### config.mk
export PLATFORM = sky130hd
export DESIGN_NAME = stack_ctrl
export DESIGN_NICKNAME = d
export VERILOG_FILES = /design/src/rtl/stack_ctrl.sv
export SDC_FILE = /design/constraint.sdc
export NUM_CORES = 1
export LEC_CHECK = 0
export CORE_ASPECT_RATIO = 1.1
export CORE_UTILIZATION = 40
export CTS_CLUSTER_SIZE = 20
export DETAILED_ROUTE_END_ITERATION = 8
export PLACE_DENSITY = 0.83
export RECOVER_POWER = 100
export SLEW_MARGIN = 25
export SYNTH_ARGS = -nofsm -noshare
export SYNTH_HDL_FRONTEND = slang
export SYNTH_SLANG_ARGS = --single-unit
### constraint.sdc
create_clock -name clk -period 3.6 [get_ports clk]
set_input_delay 0.9 -clock clk [delete_from_list [all_inputs] [get_ports clk]]
set_output_delay 0.9 -clock clk [all_outputs]
set_load 0.02 [all_outputs]
### src/rtl/stack_ctrl.sv
// Data-stack sequencing controller: owns the stack pointer and drives a 1-cycle-latency sync RAM.
// Optional saturating error counter enabled by defining STACK_CTRL_ERRCNT_EN.
module stack_ctrl #(
  parameter  int DW    = 8,
  parameter  int DEPTH = 16,
  localparam int AW    = $clog2(DEPTH)
) (
  input  logic          clk,
  input  logic          reset,
  input  logic          op_valid,
  input  logic [1:0]    op_code,
  input  logic [DW-1:0] op_data,
  output logic          op_ready,
  output logic          rsp_valid,
  output logic [DW-1:0] rsp_data,
  output logic          rsp_err,
  output logic          mem_we,
  output logic [AW-1:0] mem_addr,
  output logic [DW-1:0] mem_wdata,
  input  logic [DW-1:0] mem_rdata,
  output logic [AW:0]   sp,
  output logic          full,
  output logic          empty,
  output logic [7:0]    err_cnt
);

  localparam logic [2:0] S_IDLE = 3'd0;
  localparam logic [2:0] S_WR   = 3'd1;
  localparam logic [2:0] S_RD   = 3'd2;
  localparam logic [2:0] S_RDW  = 3'd3;
  localparam logic [2:0] S_ERR  = 3'd4;

  localparam logic [1:0] OP_PUSH = 2'b01;
  localparam logic [1:0] OP_POP  = 2'b10;
  localparam logic [1:0] OP_PEEK = 2'b11;

  localparam logic [AW:0] SP_ONE  = (AW+1)'(1);
  localparam logic [AW:0] SP_FULL = (AW+1)'(DEPTH);

  logic [2:0]    state_q, state_d;
  logic [AW:0]   sp_q;
  logic [AW:0]   sp_m1;
  logic          pop_q;
  logic [DW-1:0] data_p0;
  logic          accept;

  assign accept   = op_valid && op_ready;
  assign op_ready = (state_q == S_IDLE);
  assign sp       = sp_q;
  assign full     = (sp_q == SP_FULL);
  assign empty    = (sp_q == '0);
  assign sp_m1    = sp_q - SP_ONE;

  always_comb begin
    state_d = state_q;
    case (state_q)
      S_IDLE: begin
        if (accept) begin
          case (op_code)
            OP_PUSH:         state_d = full  ? S_ERR : S_WR;
            OP_POP, OP_PEEK: state_d = empty ? S_ERR : S_RD;
            default:         state_d = S_IDLE;
          endcase
        end
      end
      S_WR:    state_d = S_IDLE;
      S_RD:    state_d = S_RDW;
      S_RDW:   state_d = S_IDLE;
      S_ERR:   state_d = S_IDLE;
      default: state_d = S_IDLE;
    endcase
  end

  // Control state: sp only moves in WR (push) and RD (pop); both are pre-qualified by full/empty.
  always_ff @(posedge clk) begin
    if (!reset) begin
      state_q <= S_IDLE;
      sp_q    <= '0;
      pop_q   <= 1'b0;
    end else begin
      state_q <= state_d;
      if (accept)
        pop_q <= (op_code == OP_POP);
      if (state_q == S_WR)
        sp_q <= sp_q + SP_ONE;
      else if (state_q == S_RD && pop_q)
        sp_q <= sp_m1;
    end
  end

  // Push payload captured at acceptance
  always_ff @(posedge clk) begin
    if (accept)
      data_p0 <= op_data;
  end

  always_comb begin
    mem_we    = 1'b0;
    mem_addr  = '0;
    mem_wdata = '0;
    rsp_valid = 1'b0;
    rsp_err   = 1'b0;
    rsp_data  = '0;
    case (state_q)
      S_WR: begin
        mem_we    = 1'b1;
        mem_addr  = sp_q[AW-1:0];
        mem_wdata = data_p0;
        rsp_valid = 1'b1;
      end
      S_RD: begin
        mem_addr  = sp_m1[AW-1:0];
      end
      S_RDW: begin
        rsp_valid = 1'b1;
        rsp_data  = mem_rdata;
      end
      S_ERR: begin
        rsp_valid = 1'b1;
        rsp_err   = 1'b1;
      end
      default: ;
    endcase
  end

`ifdef STACK_CTRL_ERRCNT_EN
  function automatic logic [7:0] sat_inc8(input logic [7:0] v);
    return (v == 8'hFF) ? v : v + 8'd1;
  endfunction

  logic [7:0] err_cnt_q;

  always_ff @(posedge clk) begin
    if (!reset)
      err_cnt_q <= '0;
    else if (state_q == S_ERR)
      err_cnt_q <= sat_inc8(err_cnt_q);
  end

  assign err_cnt = err_cnt_q;
`else
  assign err_cnt = '0;
`endif

endmodule
---- After elaboration in Yosys (flattened, before gate mapping) ----
Index checks and enable logic that the tools add are counted.
storage, ports and cells
  logic and storage cells ................. 35
  bits in latches ......................... 0
  output and inout port bits .............. 39
  bits in registers ....................... 17
  RAM bits ................................ 0
  ROM bits ................................ 0
  memories kept ........................... 0
cells by class
  reductions and logical operators ........ 7
  multipliers ............................. 0
  bitwise gates (word level) .............. 0
  muxes and demuxes ....................... 13
  order comparisons ....................... 0
  shift-type cells ........................ 0
  add/subtract/negate cells ............... 2
  divide/modulo/power cells ............... 0
  equality and inequality tests ........... 9
operator list
  cell                                                  count
  2-to-1 mux 8 bit                                      2
  case mux 3 bit (2 select lines)                       2
  2-to-1 mux 5 bit                                      2
  2-to-1 mux 3 bit                                      3
  case mux 4 bit (2 select lines)                       1
  equality test 3 x 2 -> 1 bit (second input constant)  2
  adder 5 x 1 -> 5 bit (second input constant)          1
  equality test 5 bit (second input constant)           1
  zero test 5 bit                                       1
  subtractor 5 x 1 -> 5 bit (second input constant)     1
  equality test 2 bit (second input constant)           2
  equality test 3 x 1 -> 1 bit (second input constant)  1
  equality test 3 bit (second input constant)           1
  zero test 3 bit                                       1
  2-to-1 mux 1 bit                                      3
  OR reduction 3 bit                                    1
  equality test 2 x 1 -> 1 bit (second input constant)  1
  logical AND 1 bit                                     2
  != test 2 x 1 -> 1 bit (second input constant)        1
  nonzero test 2 bit                                    1
  OR reduction 2 bit                                    1

---- Longest topological paths before layout ----
  depth in word-level cells ............... 5
  mapped depth ............................ 6

---- Worst setup path after synthesis ----
OpenSTA, ideal clock, no wires.
  path type ............................... register to output
  start point ............................. register sp_q[0] (netlist: sp[0])
  end point ............................... output mem_addr[1]
  setup slack ............................. 1,293 ps
  data arrival time ....................... 1,407 ps
  stages on the path, launching flop included .. 6
  data required time ...................... 2,700 ps
  path through ............................ dfxtp_1 -> inv_1 -> ha_1 -> nor2_1 -> a21oi_1 -> nor2_1
between the ends
  longest elaborated chain between the ends .. 2
RTL lines
  element                          RTL line  text
  start, declared                  41        logic [AW:0] sp_q;
  start signal, assigned           85        sp_q <= sp_q + SP_ONE;
  start signal, assigned           87        sp_q <= sp_m1;
  subtractor 5 x 1 -> 5 bit        52        assign sp_m1 = sp_q - SP_ONE;
  case mux 4 bit (2 select lines)  104       case (state_q)
  end, declared                    18        output logic [AW-1:0] mem_addr,
No other way between the ends.

---- Worst setup path in the final report ----
  start point ............................. register sp_q[0] (netlist: sp[0])
  end point ............................... output empty
between the ends
  longest elaborated chain between the ends .. 1
RTL lines
  element          RTL line  text
  zero test 5 bit  51        assign empty = (sp_q == '0);
  end, declared    23        output logic empty,
No other way between the ends.

==> impl_results.md <==
- Routed wirelength normalized by instance count: ~12 um
- Startpoint types: register
- Crit path kind: register to output pin
- Min-Delay Path Class: register to register
- CP Cell Sequence: inv_1, ha_1, nor3b_1, nand2b_1, inv_1, dlygate4sd3_1
- Clock root buffer: clkbuf_4
- Total core area: between 0.002 and 0.003 sq mm
- GR Util All Layers: 0.188
- Register area share after synthesis: 0.390
- PwrDens: ~240 mW/mm^2
- Clk Latency, worst-skew pair: about 0.29 ns
- Flops & latches, synth: 17
- Status: complete, no violations
- Placed cells: 193
- Synthesized area: ~0.0011 sq mm
- Final Max Tran Viols: 0
- Nature of the critical path endpoint: output pin
- Gr ovfl total: 0
- Clock share of power: 0.270
- Global-route wire length before repair: approximately 4.1 mm
- CTS max path bufs: 2
- Via Count: 964
- Post-CTS setup buffers: 0
- Synth cell types: 34
- # diodes: 0
- # IOs: 60
- CTS clk-pin slew, worst paths: roughly 0.10 ns
- Final hold slack: just over 0.5 ns
- Multi-input logic area: between 500 and 600 sq um
- Cell count after synthesis: approximately 120
- Die area: 0.00291 sq mm
- Pint: around 0.00028 W
- Worst slew pin tran: approximately 0.65 ns
- Post-DRT Antenna Nets: 0
- Combinational power share: 0.166
- Die span in x: approximately 52 um
- Fin Setup TNS: 0 ns
- Peak VDD IR: 0.000302 V
- Final core utilization: 0.625
- Number of flops mapped to enable cells by yosys: 8
- FF-to-FF Start: sp[0]
- Ys flop type: dfxtp_1
- Antenna violations before repair: 0
- Setup crit start: sp[0]
- Layout cells sized above 1: 0.0542
- Asr flop ratio synth: 0
- Tot Pwr: approximately 0.00038 W
- Most frequent cells in the layout: dlygate4sd3_1, and2_1, clkdlybuf4s50_1
- Final hold violations: 0
- CP max-delay cell: dlygate4sd3_1
- Rows: 19
- Top-area cell type share of the netlist area: 0.223
- Flop pwr share: 0.564
- Clk_skew: just under 0.003 ns
- GPL Wtd Cong: between 0.8 and 0.9
- Leading area contributor after synthesis: edfxtp_1
- NetSw: 0.0000993 W
- Register area: 420 sq um
- Layout area overhead: 46.1%
- Cts bufs inserted: 3
- Die H: ~56 um
- Yosys warning total: 0
- Pin count of the biggest net entering global routing: 14
- CTS tree: yes
- Fillcell total: approximately 240
- Maximum clock rate: 306 MHz
- Port bufs: 51
- Crit Path Max Fanout: 7
- Hold Path Depth: 2
- Commonest non-fill, non-tap cell in the layout: dlygate4sd3_1
- Worst path most repeated cell: inv_1
- TritonRoute pass-1 iters: 4
- Switching portion of total power: 0.259
- PostCTS Resize Cnt: 0
- Nets: 190
- RSZ-0062 raised after global routing: false
- Hold_sp: pop_q
- Slew headroom: 0.566
- Mean Syn Cell Area: between 9 and 10 sq um
- Vias in the first global route: 935
- Final setup violation count: 0
- DR iter-0 viols: 18
- Arr. time, crit path: 2.36 ns
- WL final: 2.40 mm
- Initial Utilization: 0.428
- # hold bufs at CTS: 0
- Drt drc: 0
- Leakage: 0.714 nW
- H-Tree Depth: 1
- Final HPWL DP: ~1.9 mm
- Worst endpoint required time: approximately 2.7 ns
- Max Cap Viol: 0
- Crit-path max cell delay: 0.67 ns
- Fin crit share: 0.907
- Fin cells: 197
- R2r worst-path depth: 6
- Post-layout minimum cycle time: ~3.3 ns
- TritonCTS Sinks: 17
- Area contributors post-synth: edfxtp_1, dfxtp_1, and2_1
- Avg Vias per Cell: a little under 5
-- critical path, delay by kind of cell (launching register included) --
kind          cells  cell delay (ns)
buf+inv           3             0.86
fa+ha+maj         1             0.23
simple gates      2             0.61
flops             1             0.38
-- cell type report --
cell class,instances,share of cell area
clock inverters,1,0.00318
flip-flops and latches,17,0.267
repair buffers,51,0.324
multi-input cells,88,0.353
inverters,6,0.0143
well taps,31,0.0246
clock buffers,3,0.0143
-- worst paths after layout --
kind | end | slack (ns)
max | empty | 0.34
min | pop_q | 0.51
max reg2reg | sp[4] | 1.79
min reg2reg | pop_q | 0.51
-- power groups by stage --
| stage | logic (W) | registers, W | clock network [W] |
|---|---|---|---|
| 4_1_cts | 0.0000686 | 0.000216 | 0.000109 |
| 5_1_grt | 0.0000695 | 0.000217 | 0.000117 |
| 3_5_place_dp | 0.0000684 | 0.000220 | 0 |
| 6_report | 0.0000637 | 0.000216 | 0.000103 |
| 3_3_place_gp | 0.0000667 | 0.000220 | 0 |
| 2_1_floorplan | 0.0000411 | 0.000218 | 0 |
-- routing by layer --
metal | global-route usage | up-vias | wire [um] | part of all wire
met4 | 0.116 | 0 | 35 | 0.015
met2 | 0.317 | 32 | 1290 | 0.54
met1 | 0.214 | 451 | 960 | 0.40
met3 | 0.0325 | 2 | 117 | 0.049
met5 | 0 | - | 0 | 0
li1 | - | 479 | - | -
-- kinds of logic (layout without fill, tap and decap cells) --
kind of cell    after synthesis  after routing  synth area share
compound gates               16             16            0.0986
xor+xnor                      3              3            0.0244
fa+ha+maj                     2              2            0.0232
buf+inv                      19             61             0.110
flops                        17             17             0.390
mux                           3              3            0.0278
other cells                   1              8           0.00348
simple gates                 56             56             0.323
-- sequential cells by signal, summed over array words and instances (netlist names) --
register and count:
data_p0 8, sp 5, state_q 3, pop_q 1
-- synthesized netlist by cell type (2+ instances only) --
| library cell | instances |
|---|---|
| buf_4 | 10 |
| buf_2 | 2 |
| inv_1 | 6 |
| mux2i_1 | 3 |
| a21oi_1 | 7 |
| and2_1 | 19 |
| nor2_1 | 9 |
| nand2b_1 | 4 |
| a22oi_2 | 2 |
| ha_1 | 2 |
| nand4b_1 | 2 |
| nor3_1 | 3 |
| o21ai_0 | 3 |
| edfxtp_1 | 8 |
| nand2_1 | 5 |
| xnor2_1 | 3 |
| dfxtp_1 | 9 |
| and3_1 | 3 |
| nor3b_2 | 2 |
-- metrics by stage --
step                cell area (sq um)  setup WS [ns]
floorplan                        1100           1.29
CTS                              1590          0.367
global placement                 1560          0.646
detailed placement               1560          0.628
global route                     1580          0.122
finish                           1580          0.336
Power figures use the tool's default switching activity.
==> RTL change 1, RTL diff (same flow settings) <==
The option `STACK_CTRL_ERRCNT_EN` is turned on by a define.
--- a/src/rtl/stack_ctrl.sv
+++ b/src/rtl/stack_ctrl.sv
@@ -2,2 +2,4 @@
 // Optional saturating error counter enabled by defining STACK_CTRL_ERRCNT_EN.
+`define STACK_CTRL_ERRCNT_EN
+
 module stack_ctrl #(
Check against the original RTL: not equivalent (Yosys sat finds a counterexample within 4 cycles, from zero or initial values and one cycle with reset low).
==> RTL change 1 against the unedited design <==
The flow now finishes with violations (DRC); area after synthesis rose by 28%; die area is 27% higher; cell count is 22% higher; sequential cell count rose by 8; count of clock-buffer cells in the layout is the same; register-to-register slack improved by 80 ps; clock power increased by 19%; clock skew decreased by 0.68 ps; routed wire length is 20% higher; setup slack improved by 16 ps; cell area grew 27%; power increased by 30%; largest power group unchanged.
==> RTL change 1: results (changes against the unedited design) <==
STA
  • Post-layout min period: 3247 ps (-16.45 ps)
  • Layout Skew: 2.272 ps (-0.6800 ps)
  • Setup_tns: 0 ps (unchanged)
  • Final hold slack: 497.5 ps (-11.66 ps)
  • Rel. slew slack: 0.6278 (+0.06174)

Synth
  • Synth cell count leaders: and2_1, dfxtp_1, nor2_1
  • Most numerous cell in the Yosys netlist: and2_1
  • Post-synthesis async set-or-reset flop share: 0 (unchanged)
  • Number of flops mapped to enable cells by yosys: 8 (unchanged)
  • Register area share after synthesis: 0.4207 (+0.03088)
  • Library cells used by synthesis: 35 (+2.9%)
  • Synth top area cells: dfxtp_1, edfxtp_1, and2_1

Detailed routing
  • Post-Route WL: 2878 um (+20%)
  • DRC Markers: 2 (+2)
  • Highest metal used: met4
  • Metal-1 WL: 1288 um (+34%)
  • Via Count: 1179 (+22%)
  • Initial detailed-routing violation count: 22 (+4)
  • Drt pass-1 iters: 6 (+2)
  • Met2 WL: 1462 um (+14%)
  • WL met3: 108 um (-7.7%)

CTS
  • Clock Pin Slew Worst Setup and Hold Paths: 130 ps (+30 ps)
  • Hold buffer count at cts: 0 (unchanged)
  • Worst-case clock buffer depth: 2 (unchanged)
  • CTS root buffer: clkbuf_4
  • Cts repair resizes: 0 (unchanged)
  • Total CTS buffers: 3 (unchanged)
  • Clock latency on the worst-skew pair: 310 ps (+20 ps)
  • H-tree levels: 1 (unchanged)

Power and ir drop
  • Peak supply drop: 154.3 uV (-49%)
  • Pleak: 0.0008832 uW (+24%)

Critical path
  • Worst path max stage delay: 670 ps (about the same)
  • CP arrival: between 2000 and 2500 ps
  • Worst reg-to-reg setup slack: 1870 ps (+80 ps)
  • Maximum fanout along the worst path: 9 (+2)

Final layout
  • Final nets: 229 (+21%)
  • Number of diodes: 0 (unchanged)
  • Fraction of layout cells with a size suffix above 1: 0.04902 (-0.005197)
  • Fillers: 301 (+28%)

Hold path
  • Worst hold path type: register to register

GRT
  • First-pass GRT wire length: 4712 um (+16%)
  • Largest net degree at the start of global routing: 19 (+5)
  • GRT Total Usage: 0.1606 (-0.02722)
  • Vias in the first global route: 1059 (+13%)
  • Antenna violations before repair: 0 (unchanged)

Placed design
  • GPL Wtd Cong: 0.7730 (-3.4%)
  • DP Worst Slack: 621.7 ps (-6.740 ps)
  • Post-DP HPWL: 2153 um (+13%)
  • Port bufs: 59 (+16%)

Status
  • Status: finished, violations left
  • Violated checks: DRC
-- RTL change 1: cell count changes in the layout (fill, tap and decap cells not counted), moves of 5 or more --
cell,delta
and2_1,+5
conb_1,-8
dfxtp_1,+8
dlygate4sd3_1,+6
xnor2_1,+5
-- RTL change 1: logic make-up after synthesis --
logic type | synth area share
buffers and inverters | 0.04442
AO/OA/AOI/OAI | 0.09882
multiplexers | 0.03627
adder cells (fa/ha/maj) | 0.02720
flip-flops | 0.4207
XOR/XNOR | 0.05077
AND/OR/NAND/NOR | 0.3219
-- RTL change 1: cell type report --
| type | count | area (sq um) | area share |
|---|---|---|---|
| inverter | 6 | 22.52 | 0.01130 |
| multi-input combinational | 110 | 726.9 | 0.3647 |
| tap | 36 | 45.04 | 0.02260 |
| clock buffer | 3 | 22.52 | 0.01130 |
| sequential | 25 | 580.6 | 0.2913 |
| timing repair buffer | 59 | 590.6 | 0.2963 |
| clock inverter | 1 | 5.005 | 0.002511 |
-- RTL change 1: layer usage --
metal | track usage | vias up
met5 | 0 | -
met2 | 0.2744 | 22
met4 | 0.04464 | 0
li1 | - | 618
met3 | 0.03285 | 2
met1 | 0.2018 | 537
-- RTL change 1: power by group --
part	total (uW)	switching (uW)	internal, uW
Clock	123	81.1	41.5
Sequential	307	6.13	301
Combinational	69.0	31.8	37.2
-- RTL change 1: worst paths after layout --
kind / from / cells past startpoint / to
max: sp[0]$_SDFFE_PN0P_ / 6 / empty
min: pop_q$_SDFFE_PN0P_ / 2 / pop_q$_SDFFE_PN0P_
max reg2reg: sp[0]$_SDFFE_PN0P_ / 6 / sp[4]$_SDFFE_PN0P_
min reg2reg: pop_q$_SDFFE_PN0P_ / 2 / pop_q$_SDFFE_PN0P_
-- RTL change 1: metrics by stage --
stage	util	cells	power, uW	cell area, sq um
after floorplan	-	147	348.0	1380
after global placement	0.5985	236	386.9	1977
after detailed placement	0.5985	236	388.7	1977
after CTS	0.6068	240	511.3	2004
after global routing	0.6034	240	516.8	1993
final	0.6034	240	498.8	1993
-- RTL change 1: worst min-delay path, delay by kind of cell, from the launching register on --
family	cells	cell delay [ps]
compound gates	1	70
flops	1	340
simple gates	1	60
==> RTL change 2, RTL diff (same flow settings) <==
Without the edit above. Put a register stage on the output `rsp_err`. The value now appears one clock later. The other outputs are not delayed to match.
--- a/src/rtl/stack_ctrl.sv
+++ b/src/rtl/stack_ctrl.sv
@@ -38,2 +38,4 @@
   localparam logic [AW:0] SP_FULL = (AW+1)'(DEPTH);
+
+  logic rsp_err_d;
 
@@ -101,3 +103,3 @@
     rsp_valid = 1'b0;
-    rsp_err   = 1'b0;
+    rsp_err_d = 1'b0;
     rsp_data  = '0;
@@ -119,3 +121,3 @@
         rsp_valid = 1'b1;
-        rsp_err   = 1'b1;
+        rsp_err_d = 1'b1;
       end
@@ -144,2 +146,6 @@
 
+  always_ff @(posedge clk) begin
+    rsp_err <= rsp_err_d;
+  end
+
 endmodule
Check against the original RTL: not equivalent (Yosys sat finds a counterexample within 4 cycles, from zero or initial values and one cycle with reset low).
==> RTL change 2 against the unedited design <==
Maximum frequency grew 1.5%; sequential cell count is 1 higher; area after synthesis grew 1.9%; core utilization rose by 0.65 points; cell area up 2.0%; power is 2.9% higher; hold slack got worse by 2.5 ps; routed wire length shrank 1.3%; global-route usage is 2.0 points lower; die area up 1.8%; setup slack better by 47 ps; count of clock-buffer cells in the layout is the same.
==> RTL change 2: results (changes against the unedited design) <==
Power and ir drop
  • Peak supply drop: 279.0 uV (-7.6%)
  • Pleak: 0.0007253 uW (+1.5%)

GRT
  • GRT Total Usage: 0.1681 (-0.01969)
  • Vias in the first global route: 865 (-7.5%)
  • Grt met1 use: 0.2207 (+0.007176)
  • Met2 Use GR: 0.2619 (-0.05535)
  • GR Layer Usage met3: 0.02667 (-0.005854)

Critical path
  • Worst path max stage delay: 590 ps (-80 ps)
  • Slowest-stage cell, CP: clkdlybuf4s50_1
  • CP arrival: 2320 ps (-40 ps)

STA
  • Worst Tran Pin Value: 538.7 ps (-109.4 ps)
  • Layout Skew: 1.855 ps (-1.097 ps)

Detailed routing
  • Avg Vias per Cell: 4.739 (-3.2%)
  • Initial detailed-routing violation count: 16 (-2)
  • WL met3: 81 um (-31%)

Status
  • Status: finished clean

Synth
  • Synth cell count leaders: and2_1, buf_4, dfxtp_1
  • Register area share after synthesis: 0.4009 (+0.01112)
  • Mapped Cells: 118 (+0.85%)
  • Synth top area cells: edfxtp_1, dfxtp_1, and2_1

Placed design
  • Post-DP HPWL: 1849 um (-3.2%)
  • Post-DP Area: 1585 sq um (+1.8%)
  • GPL Wtd Cong: 0.8474 (+5.9%)
  • DP Worst Slack: 624.3 ps (-4.115 ps)

Final layout
  • Fraction of layout cells with a size suffix above 1: 0.05952 (+0.005307)
  • Final nets: 192 (+1.1%)
==> RTL change 2: cell types whose count changed after synthesis, sizes merged <==
cell	delta
dfxtp	+1
==> RTL change 2: area by class of cell <==
class / instances / area [sq um] / area share
well taps: 31 / 38.79 / 0.02414
flip-flops and latches: 18 / 440.4 / 0.2741
inverters: 6 / 22.52 / 0.01402
clock buffers: 3 / 22.52 / 0.01402
clock inverters: 1 / 3.754 / 0.002336
multi-input cells: 88 / 560.5 / 0.3489
repair buffers: 52 / 518.0 / 0.3224
==> RTL change 2: worst min path at each step <==
stage                          to  cells past startpoint  slack [ps]
2_1_floorplan  pop_q$_SDFFE_PN0P_                      2         470
3_3_place_gp   pop_q$_SDFFE_PN0P_                      2         490
3_5_place_dp   pop_q$_SDFFE_PN0P_                      2         490
4_1_cts        pop_q$_SDFFE_PN0P_                      2         510
5_1_grt        pop_q$_SDFFE_PN0P_                      2         550
6_report       pop_q$_SDFFE_PN0P_                      2         510
==> RTL change 2: cells by family (layout without fill, tap and decap cells) <==
logic type	after synthesis	count (layout)	share of synthesized area
other	1	8	0.003414
DFF	18	18	0.4009
and+or+nand+nor	56	56	0.3166
xor gates and xnor gates	3	3	0.02392
AOI/OAI and AO/OA	16	16	0.09681
adders and majority gates	2	2	0.02278
buffers and inverters	19	62	0.1082
muxes	3	3	0.02734
==> RTL change 2: power breakdown <==
part / switching [uW] / internal, uW / leakage, uW
combinational: 32.0 / 32.1 / 0.000552
clock: 62.0 / 40.3 / 0.0000154
sequential: 5.35 / 223 / 0.000158
total: 99.4 / 295 / 0.000725
==> RTL change 2: worst reg2reg max path, cell delays in order (launching register included) <==
cell	delay, ps
dfxtp_1	390
inv_1	120
ha_1	220
nor3b_1	490
nand4b_1	160
a21oi_1	180
mux2i_1	210
